===== config.mk =====
export PLATFORM = sky130hd
export DESIGN_NAME = seq_pattern_tx_flat
export DESIGN_NICKNAME = d
export VERILOG_FILES = /design/src/rtl/seq_pkg.sv /design/src/rtl/seq_pattern_tx_if.sv /design/src/rtl/seq_piso_shift.sv /design/src/rtl/seq_pattern_tx.sv /design/src/flat_wrapper.sv
export SDC_FILE = /design/constraint.sdc
export NUM_CORES = 1
export LEC_CHECK = 0
export BUFFER_PORTS_ARGS = -buffer_cell sky130_fd_sc_hd__buf_2
export CELL_PAD_IN_SITES_DETAIL_PLACEMENT = 1
export CELL_PAD_IN_SITES_GLOBAL_PLACEMENT = 2
export CORE_AREA = 4 4 81 91
export DETAILED_ROUTE_END_ITERATION = 12
export DIE_AREA = 0 0 85 95
export GPL_TIMING_DRIVEN = 0
export PLACE_DENSITY = 0.78
export SLEW_MARGIN = 20
export SYNTH_ARGS = -nofsm -noshare
export SYNTH_HDL_FRONTEND = slang
export SYNTH_SLANG_ARGS = --single-unit

===== constraint.sdc =====
create_clock -name clk -period 2.9 [get_ports clk]
set_input_delay 0.58 -clock clk [delete_from_list [all_inputs] [get_ports clk]]
set_output_delay 0.58 -clock clk [all_outputs]
set_load 0.005 [all_outputs]

===== src/rtl/seq_pkg.sv =====
// Shared types and helpers for the serial pattern transmitter.
// Provides the FSM state encoding, length-field sizing and the default idle line level.
package seq_pkg;

    typedef enum logic [1:0] {
        IDLE  = 2'd0,
        SHIFT = 2'd1,
        GAP   = 2'd2,
        DONE  = 2'd3
    } state_t;

    localparam logic IDLE_LEVEL_DEF = 1'b0;

    // Width needed to hold a frame length of 0..data_w.
    function automatic int len_w(input int data_w);
        return $clog2(data_w + 1);
    endfunction

endpackage


===== src/rtl/seq_pattern_tx_if.sv =====
// Load-command handshake bundle for seq_pattern_tx.
// The command source uses the master modport; the transmitter uses the slave modport.
interface seq_pattern_tx_if #(
    parameter int DATA_W = 8,
    parameter int REP_W  = 4
);
    localparam int LEN_W = seq_pkg::len_w(DATA_W);

    logic              load_valid;
    logic              load_ready;
    logic [DATA_W-1:0] load_data;
    logic [LEN_W-1:0]  load_len;
    logic [REP_W-1:0]  load_rep;

    modport master (
        output load_valid,
        output load_data,
        output load_len,
        output load_rep,
        input  load_ready
    );

    modport slave (
        input  load_valid,
        input  load_data,
        input  load_len,
        input  load_rep,
        output load_ready
    );

endinterface


===== src/rtl/seq_piso_shift.sv =====
// Parallel-load, MSB-first shift register for the pattern transmitter.
// The pattern is left-justified on load so bit len-1 is the first bit out.
module seq_piso_shift #(
    parameter int DATA_W = 8,
    parameter int LEN_W  = 4
) (
    input  logic              clk,
    input  logic              reset,
    input  logic              load,
    input  logic              shift,
    input  logic [DATA_W-1:0] data,
    input  logic [LEN_W-1:0]  len,
    output logic              msb_next
);

    logic [DATA_W-1:0] sr_r;
    logic [DATA_W-1:0] sr_s;

    // Next register value: load wins over shift; len is always 1..DATA_W here.
    always_comb begin
        sr_s = sr_r;
        if (load) begin
            sr_s = data << (DATA_W - int'(len));
        end else if (shift) begin
            sr_s = {sr_r[DATA_W-2:0], 1'b0};
        end else begin
            sr_s = sr_r;
        end
    end

    // The caller registers this bit so it lines up with the state it is entering.
    assign msb_next = sr_s[DATA_W-1];

    // Shift register storage.
    always_ff @(posedge clk or posedge reset) begin
        if (reset) begin
            sr_r <= '0;
        end else begin
            sr_r <= sr_s;
        end
    end

endmodule


===== src/rtl/seq_pattern_tx.sv =====
// Serial bit-pattern transmitter: shifts a loaded pattern out MSB-first,
// repeating it load_rep+1 times with GAP_CYC idle cycles between frames.
module seq_pattern_tx
    import seq_pkg::*;
#(
    parameter int   DATA_W     = 8,
    parameter int   REP_W      = 4,
    parameter int   GAP_CYC    = 1,
    parameter logic IDLE_LEVEL = IDLE_LEVEL_DEF
) (
    input  logic            clk,
    input  logic            reset,
    seq_pattern_tx_if.slave load,
    input  logic            abort,
    output logic            ser_out,
    output logic            ser_valid,
    output logic            frame_start,
    output logic            busy,
    output logic            done
);

    localparam int LEN_W = len_w(DATA_W);
    localparam int GAP_W = (GAP_CYC > 1) ? $clog2(GAP_CYC) : 1;
    localparam logic [GAP_W-1:0] GAP_LOAD = (GAP_CYC > 0) ? GAP_W'(GAP_CYC - 1) : '0;

    state_t            state_r, state_s;
    logic [LEN_W-1:0]  bit_cnt_r, bit_cnt_s;
    logic [REP_W-1:0]  rep_cnt_r, rep_cnt_s;
    logic [GAP_W-1:0]  gap_cnt_r, gap_cnt_s;
    logic [DATA_W-1:0] pat_r, pat_s;
    logic [LEN_W-1:0]  len_r, len_s;
    logic [LEN_W-1:0]  eff_len_s;
    logic              accept_s;
    logic              sh_load_s;
    logic              sh_shift_s;
    logic              frame_start_s;
    logic              msb_next_s;

    logic              ser_out_r;
    logic              ser_valid_r;
    logic              frame_start_r;
    logic              busy_r;
    logic              done_r;

    assign load.load_ready = (state_r == IDLE) & ~abort;
    assign accept_s        = load.load_valid & load.load_ready;

    // Zero or oversize lengths select the full pattern width.
    always_comb begin
        if ((load.load_len == '0) || (load.load_len > LEN_W'(DATA_W))) begin
            eff_len_s = LEN_W'(DATA_W);
        end else begin
            eff_len_s = load.load_len;
        end
    end

    // Next-state, counter and shifter-control decode.
    always_comb begin
        state_s       = state_r;
        bit_cnt_s     = bit_cnt_r;
        rep_cnt_s     = rep_cnt_r;
        gap_cnt_s     = gap_cnt_r;
        pat_s         = pat_r;
        len_s         = len_r;
        sh_load_s     = 1'b0;
        sh_shift_s    = 1'b0;
        frame_start_s = 1'b0;
        case (state_r)
            IDLE: begin
                if (accept_s) begin
                    state_s       = SHIFT;
                    pat_s         = load.load_data;
                    len_s         = eff_len_s;
                    rep_cnt_s     = load.load_rep;
                    bit_cnt_s     = eff_len_s - LEN_W'(1);
                    sh_load_s     = 1'b1;
                    frame_start_s = 1'b1;
                end else begin
                    state_s = IDLE;
                end
            end
            SHIFT: begin
                if (abort) begin
                    state_s = IDLE;
                end else if (bit_cnt_r != '0) begin
                    bit_cnt_s  = bit_cnt_r - LEN_W'(1);
                    sh_shift_s = 1'b1;
                end else if (rep_cnt_r != '0) begin
                    // Counting down to zero gives exactly load_rep+1 frames, no wrap.
                    rep_cnt_s = rep_cnt_r - REP_W'(1);
                    if (GAP_CYC == 0) begin
                        state_s       = SHIFT;
                        bit_cnt_s     = len_r - LEN_W'(1);
                        sh_load_s     = 1'b1;
                        frame_start_s = 1'b1;
                    end else begin
                        state_s   = GAP;
                        gap_cnt_s = GAP_LOAD;
                    end
                end else begin
                    state_s = DONE;
                end
            end
            GAP: begin
                if (abort) begin
                    state_s = IDLE;
                end else if (gap_cnt_r == '0) begin
                    state_s       = SHIFT;
                    bit_cnt_s     = len_r - LEN_W'(1);
                    sh_load_s     = 1'b1;
                    frame_start_s = 1'b1;
                end else begin
                    gap_cnt_s = gap_cnt_r - GAP_W'(1);
                end
            end
            DONE: begin
                state_s = IDLE;
            end
            default: begin
                state_s = IDLE;
            end
        endcase
    end

    seq_piso_shift #(
        .DATA_W (DATA_W),
        .LEN_W  (LEN_W)
    ) u_piso (
        .clk      (clk),
        .reset    (reset),
        .load     (sh_load_s),
        .shift    (sh_shift_s),
        .data     (pat_s),
        .len      (len_s),
        .msb_next (msb_next_s)
    );

    // State, counters and latched command.
    always_ff @(posedge clk or posedge reset) begin
        if (reset) begin
            state_r   <= IDLE;
            bit_cnt_r <= '0;
            rep_cnt_r <= '0;
            gap_cnt_r <= '0;
            pat_r     <= '0;
            len_r     <= LEN_W'(DATA_W);
        end else begin
            state_r   <= state_s;
            bit_cnt_r <= bit_cnt_s;
            rep_cnt_r <= rep_cnt_s;
            gap_cnt_r <= gap_cnt_s;
            pat_r     <= pat_s;
            len_r     <= len_s;
        end
    end

    // Moore outputs registered from the state being entered, so they align with it.
    always_ff @(posedge clk or posedge reset) begin
        if (reset) begin
            ser_out_r     <= IDLE_LEVEL;
            ser_valid_r   <= 1'b0;
            frame_start_r <= 1'b0;
            busy_r        <= 1'b0;
            done_r        <= 1'b0;
        end else begin
            ser_out_r     <= (state_s == SHIFT) ? msb_next_s : IDLE_LEVEL;
            ser_valid_r   <= (state_s == SHIFT);
            frame_start_r <= frame_start_s;
            busy_r        <= (state_s != IDLE);
            done_r        <= (state_s == DONE);
        end
    end

    assign ser_out     = ser_out_r;
    assign ser_valid   = ser_valid_r;
    assign frame_start = frame_start_r;
    assign busy        = busy_r;
    assign done        = done_r;

endmodule


===== src/flat_wrapper.sv =====
// flat-port wrapper written by rule: the top's interface ports become plain ports
module seq_pattern_tx_flat import seq_pkg::*;
#(
    parameter int   DATA_W     = 8,
    parameter int   REP_W      = 4,
    parameter int   GAP_CYC    = 1,
    parameter logic IDLE_LEVEL = IDLE_LEVEL_DEF
)
  (clk, reset, abort, ser_out, ser_valid, frame_start, busy, done, load_load_valid, load_load_data, load_load_len, load_load_rep, load_load_ready);
  seq_pattern_tx_if #(.DATA_W(DATA_W), .REP_W(REP_W)) load_i ();
  input  logic clk;
  input  logic reset;
  input  logic abort;
  output logic ser_out;
  output logic ser_valid;
  output logic frame_start;
  output logic busy;
  output logic done;
  input wire logic [$bits(load_i.load_valid)-1:0] load_load_valid;
  input wire logic [$bits(load_i.load_data)-1:0] load_load_data;
  input wire logic [$bits(load_i.load_len)-1:0] load_load_len;
  input wire logic [$bits(load_i.load_rep)-1:0] load_load_rep;
  output wire logic [$bits(load_i.load_ready)-1:0] load_load_ready;
  assign load_i.load_valid = load_load_valid;
  assign load_i.load_data = load_load_data;
  assign load_i.load_len = load_load_len;
  assign load_i.load_rep = load_load_rep;
  assign load_load_ready = load_i.load_ready;
  seq_pattern_tx #(.DATA_W(DATA_W), .REP_W(REP_W), .GAP_CYC(GAP_CYC), .IDLE_LEVEL(IDLE_LEVEL)) u_core (.clk(clk), .reset(reset), .load(load_i), .abort(abort), .ser_out(ser_out), .ser_valid(ser_valid), .frame_start(frame_start), .busy(busy), .done(done));
endmodule

==> summary.md <==
| Metric | Value |
|---|---|
| Footprint of the multi-input gates | 1236 sq um |
| List of cells traversed by the critical path | inv_1, ha_2, nand3b_1, buf_2, nand2_1, o21ai_0, inv_1, ha_2, o21ai_0, nor2_1, o31ai_4, nand2b_1, o32ai_1 |
| Crit. path cell count | 13 |
| Max-capacitance violation count | 0 |
| Detailed-routing iteration count for the pre-antenna-repair pass | 4 |
| Cell type with the highest aggregate area in the netlist | sky130_fd_sc_hd__dfrtp_1 |
| YS warnings | 0 |
| Worst hold-check slack | 255.9 ps |
| Sum of routed wire length over all layers | 5.693 mm |
| Highest-utilization routing layer at the global route stage | met2 |
| Basic-gate share of the synthesized area counting and, or, nand and nor cells | 21.66% |
| Setup repair after global routing missed its margin | no |
| Worst min-delay path category | input pin to async pin |
| TritonCTS clock tree | built |
| Number of sinks on the clock net | 35 |
| Utilization after layout | 40.35% |
| Vias in the first global route | 1950 |
| Reported leakage power | 1.187 nW |
| Total half-perimeter wirelength after legalization and detailed placement | 4.239 mm |
| Overall global routing resource usage | 14.93% |
| Fillcell total | 809 |
| Total negative slack for setup checks | 0 ps |
| Largest family of logic cells by synthesized area | simple AND/OR/NAND/NOR gates |
| Relative slew slack | 49.23% |
| Post-synthesis register bit count | 35 |
| Synth-to-layout area growth | 18.42% |
| Post-synthesis xor/xnor area fraction | 2.041% |
| Adder-cell area share of the yosys netlist | 4.535% |
| Summed instance area of the synthesized netlist | 2207 sq um |
| Met1 layer usage reported by global route | 19.64% |
| Bufs and invs on worst path | 3 |
| Via density per instance | 5.114 |
| Final min period | 2636 ps |
| Final slew viol count | 0 |
| Remaining design rule violation count | 0 |
| Number of cells on the worst reg-to-reg path | 13 |
| Worst setup timing slack at the placement stage | -466.5 ps |
| Number of buffers inserted by port buffering | 24 |
| Startpoint kind of the worst setup timing path | register |
| Area contributors post-synth | sky130_fd_sc_hd__dfrtp_1 39%, sky130_fd_sc_hd__nand2_1 8.2%, sky130_fd_sc_hd__mux2i_1 5.4%, sky130_fd_sc_hd__ha_1 4.5%, sky130_fd_sc_hd__nor2b_1 3.4% |
| Most instantiated flip-flop cell in the synthesis netlist | sky130_fd_sc_hd__dfrtp_1 |
| Synth cell types | 43 |
| Fraction of synthesized cell area taken by the top area cell type | 38.55% |
| Number of enable flip-flop cells after synthesis | 0 |
| Mux share of post-synthesis cell area | 8.673% |
| Number of H-tree levels | 2 |
| Critical path capture point type | register |
| Antenna cells | 0 |
| Path type of the worst setup path | register to register |
| Final Cycle Share | 90.91% |
| Area occupied by registers | 877.1 sq um |
| Starting DRC count in detailed routing | 89 |
| Count of nets after finishing | 314 |
| Delay of the slowest critical-path stage | 410 ps |
| Endpoint arrival time on the critical path | 2830 ps |
| Std-Cell Core Area | 6477 sq um |
| Final critical-path setup slack | 263.7 ps |
| Wire length of the first global-routing pass | 9.570 mm |
| Top post-synthesis cells by count | 48 x sky130_fd_sc_hd__nand2_1, 34 x sky130_fd_sc_hd__dfrtp_1, 18 x sky130_fd_sc_hd__nor2_1 |
| Pin slew with the least headroom to its limit | 758.7 ps |
| Met3 capacity usage during global routing | 2.618% |
| CP startpoint | u_core.state_r[0] |
| Total via count after detailed routing | 1887 |
| CP endpoint | u_core.u_piso.sr_r[0] |
| Outcome | complete, no violations |
| Die extent in y | 95 microns |
| I/O pin total | 26 |
| Register-to-register path setup slack | 260 ps |
| Die boundary width | 85 microns |
| R2r endpoint | u_core.u_piso.sr_r[0] |
| Achievable clock frequency | 379.3 MHz |
| CP required | 3100 ps |
| Average wire per cell in the routed design | 15.43 microns |
| Library cell contributing the largest single delay on the critical path | sky130_fd_sc_hd__dfrtp_1 |
| Final-report hold violation count | 0 |
| Syn nets | 280 |
| CTS clk-pin slew, worst paths | 80 ps |
| Worst Clk Skew | 7.386 ps |
| Cell Rows | 31 |
| Worst supply voltage drop on vdd | 233.0 uV |
| Met2 track demand over resource in global routing | 24.74% |
| Top cell family by delay on the critical path | simple AND/OR/NAND/NOR gates |
| Async S/R FF share, synth | 100.0% |
| Die outline area | 8075 sq um |
| Final setup violation count | 0 |
| Starting Density | 34.07% |
| RR Startpoint | u_core.state_r[0] |
| Buffer levels on the longest clock path | 2 |
| # hold bufs at CTS | 0 |
| Share of final-layout standard cells stronger than drive strength 1 | 19.86% |
| Global placement routability congestion | 0.7632 |
| Syn_area_per_cell | 8.758 sq um |
| CTS buffer count | 5 |
| Root buffer cell | sky130_fd_sc_hd__clkbuf_8 |
| Antenna violations before repair | 0 |
| GR Overflow Total | 0 |
| Total power divided by cell area | 790.8 nW/um^2 |
| Residual antenna-violating net count after detailed routing | 0 |
| Share of the synthesized area in compound gates (AO/OA/AOI/OAI) | 18.25% |
| CP Max Fanout | 10 |
| Largest net degree at the start of global routing | 22 |
| Gate Count Post-Synth | 252 |
| Clock latency of the later-clocked register in the worst-skew pair | 290 ps |
| Dominant cell by count in the synthesized netlist | sky130_fd_sc_hd__nand2_1 |
| Portion of the post-synthesis area used by sequential elements | 39.74% |
area by class of cell:
type	instances	area share, %
Multi-Input combinational cell	191	47.30
Sequential cell	35	33.56
Timing Repair Buffer	28	6.510
Tap cell	82	3.925
Clock buffer	6	3.159
Buffer	11	2.202
Inverter	14	2.011
Clock inverter	2	1.340
placed cells by master (no fill, tap or decap), types with 2 or more instances in the layout:
master	count
sky130_fd_sc_hd__nand3b_1	2
sky130_fd_sc_hd__a22oi_1	4
sky130_fd_sc_hd__nor3_1	4
sky130_fd_sc_hd__buf_4	4
sky130_fd_sc_hd__xnor2_1	2
sky130_fd_sc_hd__buf_2	28
sky130_fd_sc_hd__a211oi_1	6
sky130_fd_sc_hd__a21oi_1	11
sky130_fd_sc_hd__ha_1	6
sky130_fd_sc_hd__o21ai_0	15
sky130_fd_sc_hd__a31oi_1	6
sky130_fd_sc_hd__ha_2	2
sky130_fd_sc_hd__nor2b_1	12
sky130_fd_sc_hd__nand3_1	4
sky130_fd_sc_hd__mux2i_1	12
sky130_fd_sc_hd__clkbuf_8	6
sky130_fd_sc_hd__clkbuf_1	4
sky130_fd_sc_hd__mux2_2	5
sky130_fd_sc_hd__o21a_1	2
sky130_fd_sc_hd__o32ai_1	2
sky130_fd_sc_hd__nor2_1	18
sky130_fd_sc_hd__o22ai_1	6
sky130_fd_sc_hd__nor3b_1	3
sky130_fd_sc_hd__nand2_1	48
sky130_fd_sc_hd__inv_1	13
sky130_fd_sc_hd__nand2b_1	5
sky130_fd_sc_hd__dfrtp_1	34
where the power goes:
group	switching [mW]	leakage (nW)	internal (mW)
Clock	0.195	0.0612	0.279
Sequential	0.130	0.446	0.641
Combinational	0.445	0.680	0.378
worst min path at each step:
stage	endpoint	from	cells after the start
finish	u_core.u_piso.sr_r[0]	reset	2
floorplan	u_core.pat_r[7]	u_core.pat_r[7]	2
global route	u_core.u_piso.sr_r[0]	reset	2
CTS	u_core.u_piso.sr_r[0]	reset	2
global placement	u_core.pat_r[7]	u_core.pat_r[7]	2
detailed placement	u_core.pat_r[4]	u_core.pat_r[4]	2
timing repair:
item / CTS / global route
pin swaps: 1 / 3
setup buffers: 1 / 2
endpoints found under the setup margin: 9 / 9
resized for setup: 2 / 4
worst register-to-register path, stage by stage (launching register included):
cell	delay, ps
sky130_fd_sc_hd__dfrtp_1	410
sky130_fd_sc_hd__inv_1	120
sky130_fd_sc_hd__ha_2	250
sky130_fd_sc_hd__nand3b_1	140
sky130_fd_sc_hd__buf_2	220
sky130_fd_sc_hd__nand2_1	90
sky130_fd_sc_hd__o21ai_0	110
sky130_fd_sc_hd__inv_1	80
sky130_fd_sc_hd__ha_2	220
sky130_fd_sc_hd__o21ai_0	100
sky130_fd_sc_hd__nor2_1	200
sky130_fd_sc_hd__o31ai_4	100
sky130_fd_sc_hd__nand2b_1	250
sky130_fd_sc_hd__o32ai_1	240
per-layer routing:
metal | routed length, microns | vias up
li1 | - | 941
met1 | 2714 | 906
met2 | 2703 | 32
met3 | 207 | 8
met4 | 68 | 0
met5 | 0 | -
kinds of logic after synthesis:
family / Yosys count
AOI/OAI and AO/OA: 62
xor gates and xnor gates: 3
adders and majority gates: 8
buffers and inverters: 26
DFF: 35
muxes: 18
and+or+nand+nor: 100
state kept, by name, summed over array words and instances, names as in the netlist:
| register | count |
|---|---|
| u_core.bit_cnt_r | 4 |
| u_core.busy | 1 |
| u_core.done | 1 |
| u_core.frame_start | 1 |
| u_core.len_r | 4 |
| u_core.pat_r | 8 |
| u_core.rep_cnt_r | 4 |
| u_core.ser_out | 1 |
| u_core.ser_valid | 1 |
| u_core.state_r | 2 |
| u_core.u_piso.sr_r | 8 |
through the flow:
| stage | power [mW] | instance area (sq um) | cells |
|---|---|---|---|
| after global routing | 2.248 | 2614 | 369 |
| after global placement | 1.549 | 2430 | 358 |
| final | 2.067 | 2614 | 369 |
| after CTS | 2.068 | 2589 | 368 |
| after detailed placement | 1.576 | 2457 | 359 |
| after floorplan | 1.356 | 2207 | 252 |
Power figures use the tool's default switching activity.
